### src/rtl/ppu_scan_sequencer.sv
// Raster timing and fetch sequencer for the PPU: dot/scanline counters,
// vblank/NMI source, odd-frame dot skip and background/sprite fetch strobes.
module ppu_scan_sequencer #(
   parameter int unsigned LINE_CYCLES = 341,
   parameter int unsigned VIS_LINES   = 240,
   parameter int unsigned POST_LINES  = 1,
   parameter int unsigned VBL_LINES   = 20,
   parameter int unsigned ODD_SKIP    = 1,
   parameter int unsigned EXT_TRIGGER = 0
) (
   input  logic       clk,
   input  logic       rst,
   input  logic       rend_en,
   input  logic       new_frame,
   output logic [8:0] cycle,
   output logic [8:0] scan,
   output logic       prerender,
   output logic       vis_line,
   output logic       vblank,
   output logic       vblank_set,
   output logic       odd_frame,
   output logic       px_en,
   output logic       fetch_nt,
   output logic       fetch_at,
   output logic       fetch_pat0,
   output logic       fetch_pat1,
   output logic       load_sr,
   output logic       inc_cx,
   output logic       inc_y,
   output logic       copy_x,
   output logic       copy_y,
   output logic       sp_eval,
   output logic       load_sp_sr
);

   localparam logic [8:0] PRE_LINE  = 9'h1FF;
   localparam logic [8:0] LAST_CYC  = 9'(LINE_CYCLES - 1);
   localparam logic [8:0] SKIP_CYC  = 9'(LINE_CYCLES - 2);
   localparam logic [8:0] LAST_LINE = 9'(VIS_LINES + POST_LINES + VBL_LINES - 1);
   localparam logic [8:0] VBL_LINE  = 9'(VIS_LINES + POST_LINES);
   localparam logic [8:0] VIS_END   = 9'(VIS_LINES);

   logic       rline;
   logic       fwin;
   logic [8:0] cyc_m1;
   logic [2:0] phase;
   logic       skip_now;

   assign prerender = (scan == PRE_LINE);
   assign vis_line  = (scan < VIS_END);
   assign skip_now  = (ODD_SKIP != 0) && prerender && odd_frame && rend_en && (cycle == SKIP_CYC);

   // Dot/line counters with external restart, odd-frame skip and frame wrap/hold
   always_ff @(posedge clk) begin
      if (rst) begin
         cycle     <= 9'd0;
         scan      <= PRE_LINE;
         odd_frame <= 1'b0;
      end else if ((EXT_TRIGGER != 0) && new_frame) begin
         cycle <= 9'd0;
         scan  <= PRE_LINE;
      end else if (skip_now) begin
         cycle     <= 9'd0;
         scan      <= 9'd0;
         odd_frame <= ~odd_frame;
      end else if (cycle == LAST_CYC) begin
         cycle <= 9'd0;
         if (prerender) begin
            scan      <= 9'd0;
            odd_frame <= ~odd_frame;
         end else if (scan == LAST_LINE) begin
            if (EXT_TRIGGER == 0) scan <= PRE_LINE;
         end else begin
            scan <= scan + 9'd1;
         end
      end else begin
         cycle <= cycle + 9'd1;
      end
   end

   // Vblank flag and one-cycle NMI source pulse, decoded from the state being left
   always_ff @(posedge clk) begin
      if (rst) begin
         vblank     <= 1'b0;
         vblank_set <= 1'b0;
      end else begin
         vblank_set <= 1'b0;
         if ((scan == VBL_LINE) && (cycle == 9'd0)) begin
            vblank     <= 1'b1;
            vblank_set <= 1'b1;
         end else if (prerender && (cycle == 9'd0)) begin
            vblank <= 1'b0;
         end
      end
   end

   // Fetch, loopy-v and sprite strobes decoded from the registered position
   always_comb begin
      rline      = (prerender | vis_line) & rend_en;
      cyc_m1     = cycle - 9'd1;
      phase      = cyc_m1[2:0];
      fwin       = ((cycle >= 9'd1) && (cycle <= 9'd256)) ||
                   ((cycle >= 9'd321) && (cycle <= 9'd336));
      fetch_nt   = rline & fwin & (phase == 3'd0);
      fetch_at   = rline & fwin & (phase == 3'd2);
      fetch_pat0 = rline & fwin & (phase == 3'd4);
      fetch_pat1 = rline & fwin & (phase == 3'd6);
      inc_cx     = rline & fwin & (phase == 3'd7);
      load_sr    = rline & (phase == 3'd0) &
                   (((cycle >= 9'd9) && (cycle <= 9'd257)) ||
                    ((cycle >= 9'd329) && (cycle <= 9'd337)));
      inc_y      = rline & (cycle == 9'd256);
      copy_x     = rline & (cycle == 9'd257);
      copy_y     = prerender & rend_en & (cycle >= 9'd280) & (cycle <= 9'd304);
      sp_eval    = rline & (cycle >= 9'd257) & (cycle <= 9'd320);
      load_sp_sr = vis_line & rend_en & (cycle == 9'd320);
      px_en      = vis_line & (cycle >= 9'd1) & (cycle <= 9'd256);
   end

endmodule

### config.mk
export PLATFORM = sky130hd
export DESIGN_NAME = ppu_scan_sequencer
export DESIGN_NICKNAME = d
export VERILOG_FILES = /design/src/rtl/ppu_scan_sequencer.sv
export SDC_FILE = /design/constraint.sdc
export NUM_CORES = 1
export LEC_CHECK = 0
export CAP_MARGIN = 10
export CORE_MARGIN = 2
export CORE_UTILIZATION = 52
export DETAILED_ROUTE_END_ITERATION = 16
export HOLD_SLACK_MARGIN = 0.05
export PLACE_DENSITY = 0.84
export SYNTH_ARGS = -nofsm -noshare
export SYNTH_HDL_FRONTEND = slang
export SYNTH_SLANG_ARGS = --single-unit
### constraint.sdc
create_clock -name clk -period 4.1 [get_ports clk]
set_input_delay 0.615 -clock clk [delete_from_list [all_inputs] [get_ports clk]]
set_output_delay 0.615 -clock clk [all_outputs]
set_load 0.05 [all_outputs]
==> key figures <==
Layout
  – Final #Nets: 232
  – # diodes: 0
  – Storage cell area: 420 um2
  – Filler cells: 244
  – Syn-to-layout area delta: 25.0%
  – Final instance area: 1880 um2
  – Multi-input gate area: 968 um2
  – Layout cells sized above 1: 0.0548

Synthesis
  – Ys async rst share: 0
  – Synth cell types: 47
  – Main synth FF type: dfxtp_1
  – Post-Synthesis Cells: 190
  – Post-synth EDFFs: 0
  – Syn avg cell area: 7.92 um2
  – Mapped Nets: 202
  – YS warnings: 0
  – Sequential fraction of the synthesis area: 0.279
  – Synth Cell Area: 1510 um2
  – Seq cells post-synth: 21

Placed design
  – Area post-placement: 1850 um2
  – RD Place Congestion: 0.836
  – DP HPWL: 2.90 mm
  – Port bufs: 37

Timing
  – Fin Hold WS: 0.513 ns
  – Period minus WS final: 3.86 ns
  – Worst rel slew slack: 0.475
  – Worst Skew: 0.00593 ns
  – Setup TNS: 0 ns
  – Final period utilization: 0.940
  – Maximum clock rate: 259 MHz
  – Worst-margin pin slew: 0.786 ns
  – RSZ-0062 raised after global routing: false
  – Fin. Hold Viols: 0
  – # setup viols final: 0
  – Final Max Slew Viols: 0

Clock network
  – CTS H-tree depth: 1
  – Resized Gates After CTS: 0
  – Clock Pin Slew Worst Setup and Hold Paths: 0.13 ns
  – CTS Hold Buffers Added: 0
  – Root buf cell: clkbuf_4
  – CTS buffer count: 3
  – Clk_lat worst skew: 0.32 ns
  – Clock Sinks: 21
  – Post-CTS setup buffers: 0
  – CTS tree: built
  – Clk buf depth: 2

Hold path
  – Worst Hold Class: reg -> reg
  – Worst hold start: vblank
  – Worst hold path depth: 1
  – Hold-critical path endpoint: vblank

Worst setup path
  – WS Path Type: reg -> out
  – R2R Setup Slk: 1.47 ns
  – Worst R2R Path Depth: 8
  – Setup crit end kind: primary output
  – Worst Path Max Fanout: 14
  – Crit start category: flop
  – Reg2reg start: scan[0]
  – Critical path arrival: 3.24 ns
  – Worst endpoint required time: 3.48 ns
  – R2r endpoint: scan[4]

Global route
  – Global-route wire length before repair: 6.74 mm
  – Initial antenna violation count: 0
  – Remaining global-route overflow: 0
  – Combined global-route utilization of all metal layers: 0.255
  – Pin count of the biggest net entering global routing: 21
  – Vias in the first global route: 1456

Flow run
  – Maximum capacitance violations: 0

Pwr
  – Power Dens Cells: 209 nW/um2
  – Worst vdd ir: 174 uV
  – P_leak: 0.000735 uW

Drt
  – Pre-Repair DR Iteration Count: 4
  – ANT nets after route: 0
  – Routed length per instance: 15.6 um
  – Initial DRC Count: 89
  – Routed Wire Length: 3.90 mm
  – Vias per std cell: 6.16
  – # DRC: 0
  – Via count: 1541

Outcome
  – Outcome: finished clean

Floorplan
  – Core area: 2760 um2
  – Row cnt: 19
  – Starting density of the core: 0.546
  – Die area: 3340 um2
  – Chip width: 57.8 um
  – Die Height: 57.8 um
  – I/O pins: 39
==> kinds of logic (layout without fill, tap and decap cells) <==
family | count (synthesis) | count (layout) | synth area share
simple gates | 86 | 86 | 0.311
fa+ha+maj | 8 | 8 | 0.0665
xor+xnor | 8 | 8 | 0.0466
buf+inv | 26 | 55 | 0.0773
flops | 21 | 21 | 0.279
compound gates | 41 | 41 | 0.219
==> power breakdown <==
group	switching, uW	total (uW)	internal, uW
clock	68.4	105	36.5
combinational	48.9	75.3	26.4
sequential	6.24	213	207
total	124	393	269
==> layout make-up <==
cell class / count / area share
clock buffers: 3 / 0.0120
flip-flops and latches: 21 / 0.223
repair buffers: 38 / 0.201
clock inverters: 1 / 0.00266
well taps: 31 / 0.0206
multi-input cells: 143 / 0.515
inverters: 13 / 0.0259
==> flip-flops by register name, summed over array words and instances, names as in the netlist <==
register and cells:
odd_frame 1, vblank 1, cycle 9, vblank_set 1, scan 9
==> worst max-delay path, stage by stage, from the launching register on <==
cell             delay [ns]
dfxtp_1                0.48
or4_1                  0.72
or4_1                  0.47
a2111oi_2              0.39
clkdlybuf4s50_1        0.86
==> Yosys cell counts (2+ instances only) <==
library cell / instances / area share
a31oi_1: 2 / 0.0083
nor3b_1: 3 / 0.015
nand4_1: 6 / 0.025
clkbuf_1: 7 / 0.017
dfxtp_1: 21 / 0.28
or4_4: 2 / 0.015
a21oi_1: 5 / 0.017
nor2_1: 12 / 0.030
and3_1: 2 / 0.0083
nor4_1: 2 / 0.0083
xnor2_1: 5 / 0.029
ha_1: 8 / 0.067
a221o_1: 5 / 0.033
o21ai_0: 8 / 0.027
nand3_1: 8 / 0.027
buf_2: 3 / 0.010
buf_6: 2 / 0.015
a211o_1: 8 / 0.047
or4_1: 3 / 0.015
nand2_1: 16 / 0.040
xor2_1: 3 / 0.017
nor4b_1: 2 / 0.012
or3_1: 3 / 0.012
inv_1: 13 / 0.032
nor3_1: 19 / 0.063
==> layer usage <==
metal / track usage / wire length (um)
met1: 0.344 / 1690
met3: 0.0290 / 226
met2: 0.401 / 1930
met4: 0.130 / 60
met5: 0 / 0
==> how the worst max path moves through the flow <==
stage | end | slack, ns | from | cells after the start
global placement | sp_eval | 0.65 | cycle[2] | 4
finish | sp_eval | 0.24 | cycle[2] | 4
CTS | sp_eval | 0.24 | cycle[2] | 4
floorplan | fetch_at | 0.62 | cycle[0] | 5
global route | sp_eval | 0.1 | cycle[2] | 4
detailed placement | sp_eval | 0.62 | cycle[2] | 4
==> layout by cell type, fill, tap and decap left out, types with 6 or more instances in the layout <==
| cell | netlist | final |
|---|---|---|
| nand2_1 | 16 | 16 |
| ha_1 | 8 | 8 |
| dfxtp_1 | 21 | 21 |
| o21ai_0 | 8 | 8 |
| nand3_1 | 8 | 8 |
| inv_1 | 13 | 13 |
| nor3_1 | 19 | 19 |
| nand4_1 | 6 | 6 |
| a211o_1 | 8 | 8 |
| clkdlybuf4s50_1 | 0 | 37 |
| nor2_1 | 12 | 12 |
==> stage by stage <==
stage                     power [uW]  worst slack (ns)  std cells   util
after floorplan                  272             0.623        190      -
after global placement           289             0.648        246  0.672
after detailed placement         292             0.617        246  0.672
after CTS                        394             0.244        250  0.682
after global routing             410            0.0979        250  0.682
final                            393             0.244        250  0.682
Note: power is estimated with default switching activity, not from simulation.
